`config.mk`:
```
export PLATFORM = sky130hd
export DESIGN_NAME = led_blink_arb
export DESIGN_NICKNAME = d
export VERILOG_FILES = /design/src/rtl/led_blink_arb.sv
export SDC_FILE = /design/constraint.sdc
export NUM_CORES = 1
export LEC_CHECK = 0
export ABC_CLOCK_PERIOD_IN_PS = 4010
export BUFFER_PORTS_ARGS = -buffer_cell sky130_fd_sc_hd__clkbuf_2
export CAP_MARGIN = 30
export CELL_PAD_IN_SITES_DETAIL_PLACEMENT = 1
export CELL_PAD_IN_SITES_GLOBAL_PLACEMENT = 1
export CORE_MARGIN = 2
export CORE_UTILIZATION = 50
export DETAILED_ROUTE_END_ITERATION = 10
export HOLD_SLACK_MARGIN = 0.02
export PLACE_DENSITY = 0.9
export SKIP_LAST_GASP = 1
export SYNTH_ARGS = -nofsm -noshare
export SYNTH_HDL_FRONTEND = slang
export SYNTH_SLANG_ARGS = --single-unit
export TNS_END_PERCENT = 30
```
`constraint.sdc`:
```
create_clock -name clk -period 4.01 [get_ports clk]
set_clock_uncertainty 0.05 [all_clocks]
set_input_delay 0.401 -clock clk [delete_from_list [all_inputs] [get_ports clk]]
set_output_delay 0.401 -clock clk [all_outputs]
set_load 0.05 [all_outputs]
```
`src/rtl/led_blink_arb.sv`:
```
// -----------------------------------------------------------------------------
// led_blink_arb
//
// Shares one LED among four requesters. The winner of arbitration owns the LED
// for a burst of (i+1) blink pulses, each HALF_PERIOD cycles on followed by
// HALF_PERIOD cycles off. A dark gap of GAP_CYCLES cycles follows every burst
// before the next request is considered. Requests are sampled only in IDLE.
// Once granted, the owner's req is ignored until the burst has finished.
//
// Configuration macro:
//   LED_BLINK_RR_EN  defined   -> round-robin arbitration. The search starts
//                                 at pointer+1 modulo 4, and the pointer moves
//                                 to the winner at each grant.
//                    undefined -> fixed priority, req[0] highest.
//
// Parameters:
//   HALF_PERIOD  cycles per LED on phase and per off phase (>= 1)
//   GAP_CYCLES   cycles of dark gap after each burst (>= 1)
//
// Ports:
//   clk    in   system clock, all logic on posedge
//   rst    in   asynchronous active-high reset
//   req    in   [3:0] burst request; requester i asks for i+1 pulses
//   grant  out  [3:0] one-hot LED owner, zero when there is no owner
//   done   out  [3:0] one-cycle completion pulse to the owner
//   led    out  LED drive, high = on
//   busy   out  high whenever the FSM is not in IDLE
// -----------------------------------------------------------------------------
module led_blink_arb #(
    parameter int unsigned HALF_PERIOD = 25000000,
    parameter int unsigned GAP_CYCLES  = 50000000
) (
    input  logic       clk,
    input  logic       rst,
    input  logic [3:0] req,
    output logic [3:0] grant,
    output logic [3:0] done,
    output logic       led,
    output logic       busy
);

    typedef enum logic [1:0] {
        StIdle,
        StOn,
        StOff,
        StGap
    } state_e;

    // Terminal counts, computed as unsigned 32-bit values.
    localparam logic [31:0] HalfLast = 32'(HALF_PERIOD - 1);
    localparam logic [31:0] GapLast  = 32'(GAP_CYCLES - 1);

    state_e      state_q;
    logic [31:0] phase_q;  // cycles elapsed in the current ON/OFF/GAP phase
    logic [2:0]  pulse_q;  // pulses completed in the current burst
    logic [1:0]  owner_q;  // index of the current owner
    logic [1:0]  win_idx;  // arbitration winner for the present req

`ifdef LED_BLINK_RR_EN
    logic [1:0] ptr_q;     // last winner; the search starts just after it

    // Scan from ptr+4 down to ptr+1 so that the lowest offset set last wins.
    // The 2-bit sum wraps modulo 4, and offset 4 is the pointer itself.
    always_comb begin
        win_idx = ptr_q;
        for (int j = 4; j >= 1; j--) begin
            if (req[ptr_q + 2'(j)]) begin
                win_idx = ptr_q + 2'(j);
            end
        end
    end
`else
    // Fixed priority: req[0] highest. A descending scan lets the lowest index win.
    always_comb begin
        win_idx = 2'd0;
        for (int j = 3; j >= 0; j--) begin
            if (req[j]) begin
                win_idx = 2'(j);
            end
        end
    end
`endif

    always_ff @(posedge clk or posedge rst) begin
        if (rst) begin
            state_q <= StIdle;
            phase_q <= '0;
            pulse_q <= '0;
            owner_q <= '0;
            grant   <= '0;
            done    <= '0;
            led     <= 1'b0;
            busy    <= 1'b0;
`ifdef LED_BLINK_RR_EN
            ptr_q   <= 2'd3;
`endif
        end else begin
            done <= '0;
            unique case (state_q)
                StIdle: begin
                    if (|req) begin
                        state_q <= StOn;
                        owner_q <= win_idx;
                        grant   <= 4'b0001 << win_idx;
                        phase_q <= '0;
                        pulse_q <= '0;
                        led     <= 1'b1;
                        busy    <= 1'b1;
`ifdef LED_BLINK_RR_EN
                        ptr_q   <= win_idx;
`endif
                    end else begin
                        grant <= '0;
                        led   <= 1'b0;
                        busy  <= 1'b0;
                    end
                end

                StOn: begin
                    if (phase_q == HalfLast) begin
                        state_q <= StOff;
                        phase_q <= '0;
                        led     <= 1'b0;
                    end else begin
                        phase_q <= phase_q + 32'd1;
                    end
                end

                StOff: begin
                    if (phase_q == HalfLast) begin
                        phase_q <= '0;
                        pulse_q <= pulse_q + 3'd1;
                        // Completed pulses become pulse_q+1. Another pulse is
                        // needed while pulse_q+1 < owner+1, i.e. pulse_q < owner.
                        if (pulse_q < {1'b0, owner_q}) begin
                            state_q <= StOn;
                            led     <= 1'b1;
                        end else begin
                            state_q <= StGap;
                            done    <= 4'b0001 << owner_q;
                            grant   <= '0;
                        end
                    end else begin
                        phase_q <= phase_q + 32'd1;
                    end
                end

                StGap: begin
                    if (phase_q == GapLast) begin
                        state_q <= StIdle;
                        phase_q <= '0;
                        busy    <= 1'b0;
                    end else begin
                        phase_q <= phase_q + 32'd1;
                    end
                end

                default: begin
                    state_q <= StIdle;
                    phase_q <= '0;
                    pulse_q <= '0;
                    grant   <= '0;
                    led     <= 1'b0;
                    busy    <= 1'b0;
                end
            endcase
        end
    end

endmodule

```
==> key figures, run 1 <==
Status
  – Outcome: complete, no violations

Final layout
  – Fin cells: 388
  – Nets@finish: 330
  – Reg area: 1230 sq um
  – P&R area growth vs syn: 9.82%
  – Most frequent cells in the layout: dfrtp_1 (49), nand2_1 (28), o21ai_0 (23)
  – Layout cells sized above 1: 14.6%
  – Fill cells: 645
  – Commonest non-fill, non-tap cell in the layout: dfrtp_1
  – Multi-input combinational cell area: 1500 sq um
  – Antenna Cells: 0
  – Design Area, Final: 3110 sq um

Detailed routing
  – Routed WL: 7330 um
  – Routed vias: 2,416
  – Drt via density: 6.23
  – Drt pass-1 iters: 4
  – Antenna-violating nets left: 0
  – Drt drc: 0
  – WL/cell: 18.9 um
  – Initial DRC count: 112

Clock network
  – Postcts setup bufs: 0
  – Post-cts sizing count: 0
  – Clk sink count: 49
  – Clock Path Buffers: 2
  – Root Buffer Master: clkbuf_8
  – CTS tree: yes
  – Hold-fix buffers, CTS: 0
  – Worst-path clk slew: 0.09 ns
  – CTS buffer count: 5
  – H-tree levels: 2
  – Worst-Skew Late Latency: 0.31 ns

Global routing
  – Vias in the first global route: 2,526
  – Initial antenna violation count: 0
  – Tot GR Track Use: 25.2%
  – Grt ovf: 0
  – Largest net degree at the start of global routing: 26
  – First-pass GRT wire length: 12,300 um

Synth
  – Seq/Total Area, Yosys: 43.4%
  – Fraction of registers with async set or reset after synthesis: 100%
  – Syn nets: 317
  – Cells after synthesis: 302
  – Synthesized cell area: 2830 sq um
  – Avg Inst Size Synth: 9.36 sq um
  – Yosys reg bits: 49
  – Top area cells in the synthesized netlist: dfrtp_1 (43%), o21ai_0 (4.1%), ha_1 (4.0%), nand2_1 (3.7%), nand4_1 (3.3%)
  – Synth top area share: 43.4%
  – Number of synthesis warnings: 0
  – Count of distinct cell types in the synthesized netlist: 54
  – EDFF count, synth: 0
  – Primary FF master, synth: dfrtp_1
  – Cell taking the most area after synthesis: dfrtp_1

Setup path
  – Critical path arrival: 2.71 ns
  – Launching point of the worst reg2reg path: state_q[0]$_DFFE_PP0P_
  – Slowest cell on crit path: a21oi_1
  – Top Family by Delay on Critical Path: simple AND/OR/NAND/NOR gates
  – Beginning of the critical path: state_q[0]$_DFFE_PP0P_
  – Critical path required time: 4.19 ns
  – Crit. End Element: flip-flop
  – FF-to-FF path depth: 6
  – Cell Chain, Critical Path: inv_1, ha_1, a21oi_1, nand4_1, or3_1, a21oi_1
  – Startpoint Class: flip-flop
  – Top cell by count, worst path: a21oi_1
  – CP max FO: 13
  – CP peak stage delay: 0.47 ns
  – Kind of critical path: reg -> reg
  – R2R Setup Slk: 1.48 ns
  – Worst reg2reg path endpoint: phase_q[31]$_DFFE_PP0N_
  – Buf/Inv on CP: 1

Floorplan
  – DIE AREA: 6270 sq um
  – I/O pins: 16
  – Placeable Area: 5470 sq um
  – Cell Rows: 27
  – Starting Density: 51.7%
  – Die W: 79.2 um
  – Die height: 79.2 um

Pwr
  – Static Leak: 0.00132 uW
  – Pwr/cell area: 545 nW/um^2
  – Peak supply drop: 0.237 mV

STA
  – Fmax: 396 MHz
  – RSZ-0062 raised after global routing: false
  – Tcrit/Tclk final: 63.0%
  – Setup Viol. Count Final: 0
  – Max-slew headroom: 57.3%
  – Crit path time final: 2.53 ns
  – Final setup TNS: 0 ns
  – Least-Margin Pin Slew: 0.635 ns
  – Pins Over Slew Limit: 0
  – Final Hold Viols: 0

Run
  – Total of max-cap violations: 0

Worst hold path
  – Tightest Hold Check Type: in -> async

Placement
  – Post-detail-place hpwl: 5330 um
  – Port bufs: 15
  – Inst Count DP: 380
  – GP Congestion: 0.781
  – Post-DP Area: 2970 sq um
## state kept, by name, summed over array words and instances (netlist names)
name,cells
phase_q,32
done,4
grant,4
pulse_q,3
owner_q,2
state_q,2
busy,1
led,1
## Yosys cell counts (all sizes together), types with 2 or more instances
cell type / n
a21oi: 16
xor2: 8
a22o: 4
buf: 5
nand4: 15
inv: 12
or4: 4
o211ai: 4
or3: 9
mux2i: 4
o31ai: 2
o22ai: 3
a31oi: 3
and2: 6
a21o: 3
a21boi: 2
a311oi: 2
a211oi: 3
nor2: 21
nor4: 6
dfrtp: 49
and3: 7
clkbuf: 7
nor3: 10
and4: 5
o21a: 2
mux2: 5
xnor2: 2
ha: 9
nand2: 28
o21ai: 23
nand2b: 2
nor2b: 2
nand3: 11
## power breakdown
part           total [uW]  internal [uW]  switching (uW)
clock network         420            248             172
registers             607            554            53.8
logic                 665            207             457
## cell type report
| type | count | share of cell area [%] |
|---|---|---|
| Timing Repair Buffer | 18 | 3.55 |
| Clock buffer | 5 | 2.22 |
| Clock inverter | 3 | 2.10 |
| Multi-Input combinational cell | 229 | 48.3 |
| Inverter | 12 | 1.45 |
| Tap cell | 72 | 2.90 |
| Sequential cell | 49 | 39.5 |
## routing by layer
layer	GRT usage (%)	vias up	share of wire, %
met5	0	-	0
met4	6.72	0	1.4
met1	31.6	1226	44
met3	4.09	9	2.1
li1	-	1146	-
met2	44.9	35	53
## through the flow
stage / utilization [%] / hold slack, ns / setup WS (ns) / power [uW]
after floorplan: - / 0.382 / 1.84 / 1110
after global placement: 53.9 / 0.395 / 1.66 / 1240
after detailed placement: 54.3 / 0.420 / 1.51 / 1270
after CTS: 56.7 / 0.0826 / 1.48 / 1700
after global routing: 56.7 / 0.110 / 1.30 / 1790
final: 56.7 / 0.0706 / 1.48 / 1690
## worst max-delay path by stage
stage / endpoint / slack [ns] / cells after the start
final: phase_q[31]$_DFFE_PP0N_ / 1.48 / 6
after global placement: phase_q[31]$_DFFE_PP0N_ / 1.66 / 6
after detailed placement: phase_q[31]$_DFFE_PP0N_ / 1.51 / 6
after CTS: phase_q[31]$_DFFE_PP0N_ / 1.48 / 6
after floorplan: pulse_q[0]$_DFFE_PP0P_ / 1.84 / 5
after global routing: phase_q[27]$_DFFE_PP0N_ / 1.30 / 6
## cells by family (layout without fill, tap and decap cells)
family	after synthesis	in the layout	synth area share, %
multiplexers	9	9	3.41
buffers and inverters	24	38	3.58
adder cells (fa/ha/maj)	9	9	3.98
AND/OR/NAND/NOR	131	131	26.3
XOR/XNOR	10	10	3.10
flip-flops	49	49	43.4
AO/OA/AOI/OAI	70	70	16.2
## worst reg2reg max path: stages (launching register included)
cell	delay, ns
dfrtp_1	0.46
inv_1	0.12
ha_1	0.38
a21oi_1	0.47
nand4_1	0.38
or3_1	0.45
a21oi_1	0.14
(Power assumes the default switching activity.)
==> run 2: changes to the inputs <==
--- a/config.mk
+++ b/config.mk
@@ -5,16 +5,16 @@
 export SDC_FILE = /design/constraint.sdc
 export NUM_CORES = 1
 export LEC_CHECK = 0
-export ABC_CLOCK_PERIOD_IN_PS = 4010
+export ABC_CLOCK_PERIOD_IN_PS = 2500
 export BUFFER_PORTS_ARGS = -buffer_cell sky130_fd_sc_hd__clkbuf_2
 export CAP_MARGIN = 30
 export CELL_PAD_IN_SITES_DETAIL_PLACEMENT = 1
 export CELL_PAD_IN_SITES_GLOBAL_PLACEMENT = 1
 export CORE_MARGIN = 2
-export CORE_UTILIZATION = 50
+export CORE_UTILIZATION = 47
 export DETAILED_ROUTE_END_ITERATION = 10
 export HOLD_SLACK_MARGIN = 0.02
-export PLACE_DENSITY = 0.9
+export PLACE_DENSITY = 0.86
 export SKIP_LAST_GASP = 1
 export SYNTH_ARGS = -nofsm -noshare
 export SYNTH_HDL_FRONTEND = slang
==> constraint.sdc (replaced) <==
create_clock -name clk -period 2.5 [get_ports clk]
set_clock_uncertainty 0.05 [all_clocks]
set_input_delay 0.25 -clock clk [delete_from_list [all_inputs] [get_ports clk]]
set_output_delay 0.25 -clock clk [all_outputs]
set_load 0.05 [all_outputs]
==> key figures, run 2 (synthesis gave the netlist of run 1 again) <==
Status
  – Outcome: complete, no violations (unchanged)

Clock network
  – Clock Path Buffers: 2 (unchanged)
  – Clk sink count: 49 (unchanged)
  – Worst-Skew Late Latency: 0.31 ns (about the same)
  – CTS tree: yes (unchanged)
  – CTS buffer count: 5 (unchanged)
  – H-tree levels: 2 (unchanged)
  – Root Buffer Master: clkbuf_8 (unchanged)
  – Worst-path clk slew: 0.08 ns (was 0.09 ns)

Global routing
  – Vias in the first global route: 2,312 (was 2,526)
  – Largest net degree at the start of global routing: 50 (was 26)
  – First-pass GRT wire length: 11,400 um (was 12,300 um)
  – Initial antenna violation count: 0 (unchanged)
  – Tot GR Track Use: 22.4% (was 25.2%)
  – Grt ovf: 0 (unchanged)

Setup path
  – R2R Setup Slk: 0.06 ns (was 1.48 ns)
  – CP max FO: 6 (was 13)
  – Startpoint Class: flip-flop (unchanged)
  – Slowest cell on crit path: or4_4 (was a21oi_1)
  – Crit path to: pulse_q[0]$_DFFE_PP0P_ (was phase_q[31]$_DFFE_PP0N_)
  – Crit. End Element: flip-flop (unchanged)
  – FF-to-FF path depth: 5 (was 6)
  – Buf/Inv on CP: 0 (was 1)
  – Launching point of the worst reg2reg path: phase_q[15]$_DFFE_PP0N_ (was state_q[0]$_DFFE_PP0P_)
  – Beginning of the critical path: phase_q[15]$_DFFE_PP0N_ (was state_q[0]$_DFFE_PP0P_)
  – Kind of critical path: reg -> reg (unchanged)
  – Critical path required time: 2.64 ns (was 4.19 ns)
  – CP peak stage delay: 0.56 ns (was 0.47 ns)
  – Cell Chain, Critical Path: or4_4, nor4_4, and3_4, mux2_2, a22o_1 (was inv_1, ha_1, a21oi_1, nand4_1, or3_1, a21oi_1)
  – Top Family by Delay on Critical Path: simple AND/OR/NAND/NOR gates (unchanged)
  – Worst reg2reg path endpoint: pulse_q[0]$_DFFE_PP0P_ (was phase_q[31]$_DFFE_PP0N_)
  – Critical path arrival: 2.58 ns (was 2.71 ns)
  – Critical path depth: 5 (was 6)

STA
  – Pins Over Slew Limit: 0 (unchanged)
  – Crit path time final: 2.44 ns (was 2.53 ns)
  – Setup Viol. Count Final: 0 (unchanged)
  – Final Hold Viols: 0 (unchanged)
  – Tcrit/Tclk final: 97.6% (was 63.0%)
  – Fmax: 410 MHz (was 396 MHz)
  – Final setup TNS: 0 ns (unchanged)
  – Least-Margin Pin Slew: 0.660 ns (was 0.635 ns)
  – Worst Slack Setup Final: 0.0592 ns (was 1.48 ns)
  – RSZ-0062 raised after global routing: true (was false)
  – Max-slew headroom: 55.6% (was 57.3%)

Placement
  – Inst Count DP: 393 (was 380)
  – Post-DP Area: 3060 sq um (was 2970 sq um)
  – Port bufs: 15 (unchanged)
  – Post-detail-place hpwl: 5080 um (was 5330 um)
  – Placement Setup Slack: 0.199 ns (was 1.51 ns)
  – GP Congestion: 0.896 (was 0.781)

Detailed routing
  – Antenna-violating nets left: 0 (unchanged)
  – Routed vias: 2,394 (was 2,416)
  – WL/cell: 17.1 um (was 18.9 um)
  – Drt via density: 5.94 (was 6.23)
  – Initial DRC count: 113 (was 112)
  – Drt pass-1 iters: 4 (unchanged)
  – Drt drc: 0 (unchanged)
  – Routed WL: 6880 um (was 7330 um)

Floorplan
  – Die height: 81.6 um (was 79.2 um)
  – Placeable Area: 5850 sq um (was 5470 sq um)
  – Die W: 81.6 um (was 79.2 um)
  – DIE AREA: 6650 sq um (was 6270 sq um)
  – Starting Density: 48.3% (was 51.7%)
  – I/O pins: 16 (unchanged)
  – Cell Rows: 28 (was 27)

Final layout
  – P&R area growth vs syn: 13.2% (was 9.82%)
  – Commonest non-fill, non-tap cell in the layout: dfrtp_1 (unchanged)
  – Biggest registers after layout: phase_q (32), done (4), grant (4) (unchanged)
  – Antenna Cells: 0 (unchanged)
  – Final core utilization: 54.7% (was 56.7%)
  – Nets@finish: 343 (was 330)
  – Max reg flops: 32 (unchanged)
  – Most frequent cells in the layout: dfrtp_1 (49), nand2_1 (28), o21ai_0 (23) (unchanged)
  – Largest register by flop count: phase_q (unchanged)
  – Design Area, Final: 3200 sq um (was 3110 sq um)
  – Layout cells sized above 1: 17.7% (was 14.6%)
  – Fin cells: 403 (was 388)

Run
  – Total of max-cap violations: 0 (unchanged)

Pwr
  – Static Leak: 0.00137 uW (was 0.00132 uW)
  – Pwr/cell area: 832 nW/um^2 (was 545 nW/um^2)
  – Peak supply drop: 0.573 mV (was 0.237 mV)

Worst hold path
  – Tightest Hold Check Type: in -> reg (was in -> async)
run 2: where the power goes:
group          internal (uW)  total [uW]  switching [uW]
Combinational            450        1230             776
Clock                    220         470             250
Sequential               888         968            79.8
run 2: cell type report:
cell class	count	area, sq um
clock buffers	7	86.3
fillers	668	2650
inverters	12	45.0
multi-input cells	229	1530
flip-flops and latches	49	1230
well taps	75	93.8
repair buffers	31	223
run 2: how the worst min path moves through the flow:
stage                     startpoint                     end  slack, ns  cells past startpoint
final                         req[1]  owner_q[1]$_DFFE_PP0P_       0.24                      3
after detailed placement         rst    grant[0]$_DFFE_PP0P_       0.25                      3
after CTS                     req[1]  owner_q[1]$_DFFE_PP0P_       0.24                      3
after global placement           rst    grant[2]$_DFFE_PP0P_       0.25                      3
after global routing          req[1]  owner_q[1]$_DFFE_PP0P_       0.26                      3
after floorplan               req[0]    grant[0]$_DFFE_PP0P_       0.34                      1
run 2: metrics by stage:
| stage | hold slack, ns | power (uW) |
|---|---|---|
| final | 0.244 | 2660 |
| after global routing | 0.259 | 2830 |
| after CTS | 0.238 | 2630 |
| after detailed placement | 0.250 | 2160 |
| after global placement | 0.245 | 2100 |
| after floorplan | 0.340 | 1790 |
run 2: timing repair:
action,in CTS,in global routing
setup endpoints to repair,0,1
hold buffers,1,0
hold endpoints to repair,49,0
setup buffers,0,2
resized for setup,0,6
run 2: per-layer routing:
layer | GRT usage [%] | share of wire, % | vias up
li1 | - | - | 1164
met1 | 31.6 | 48 | 1203
met2 | 35.9 | 48 | 20
met3 | 3.63 | 2.4 | 7
met4 | 6.10 | 1.0 | 0
met5 | 0 | 0 | -
run 2: tightest hold or removal path: stages:
cell,delay [ns]
clkbuf_2,0.15
o21a_1,0.13
a21oi_1,0.04
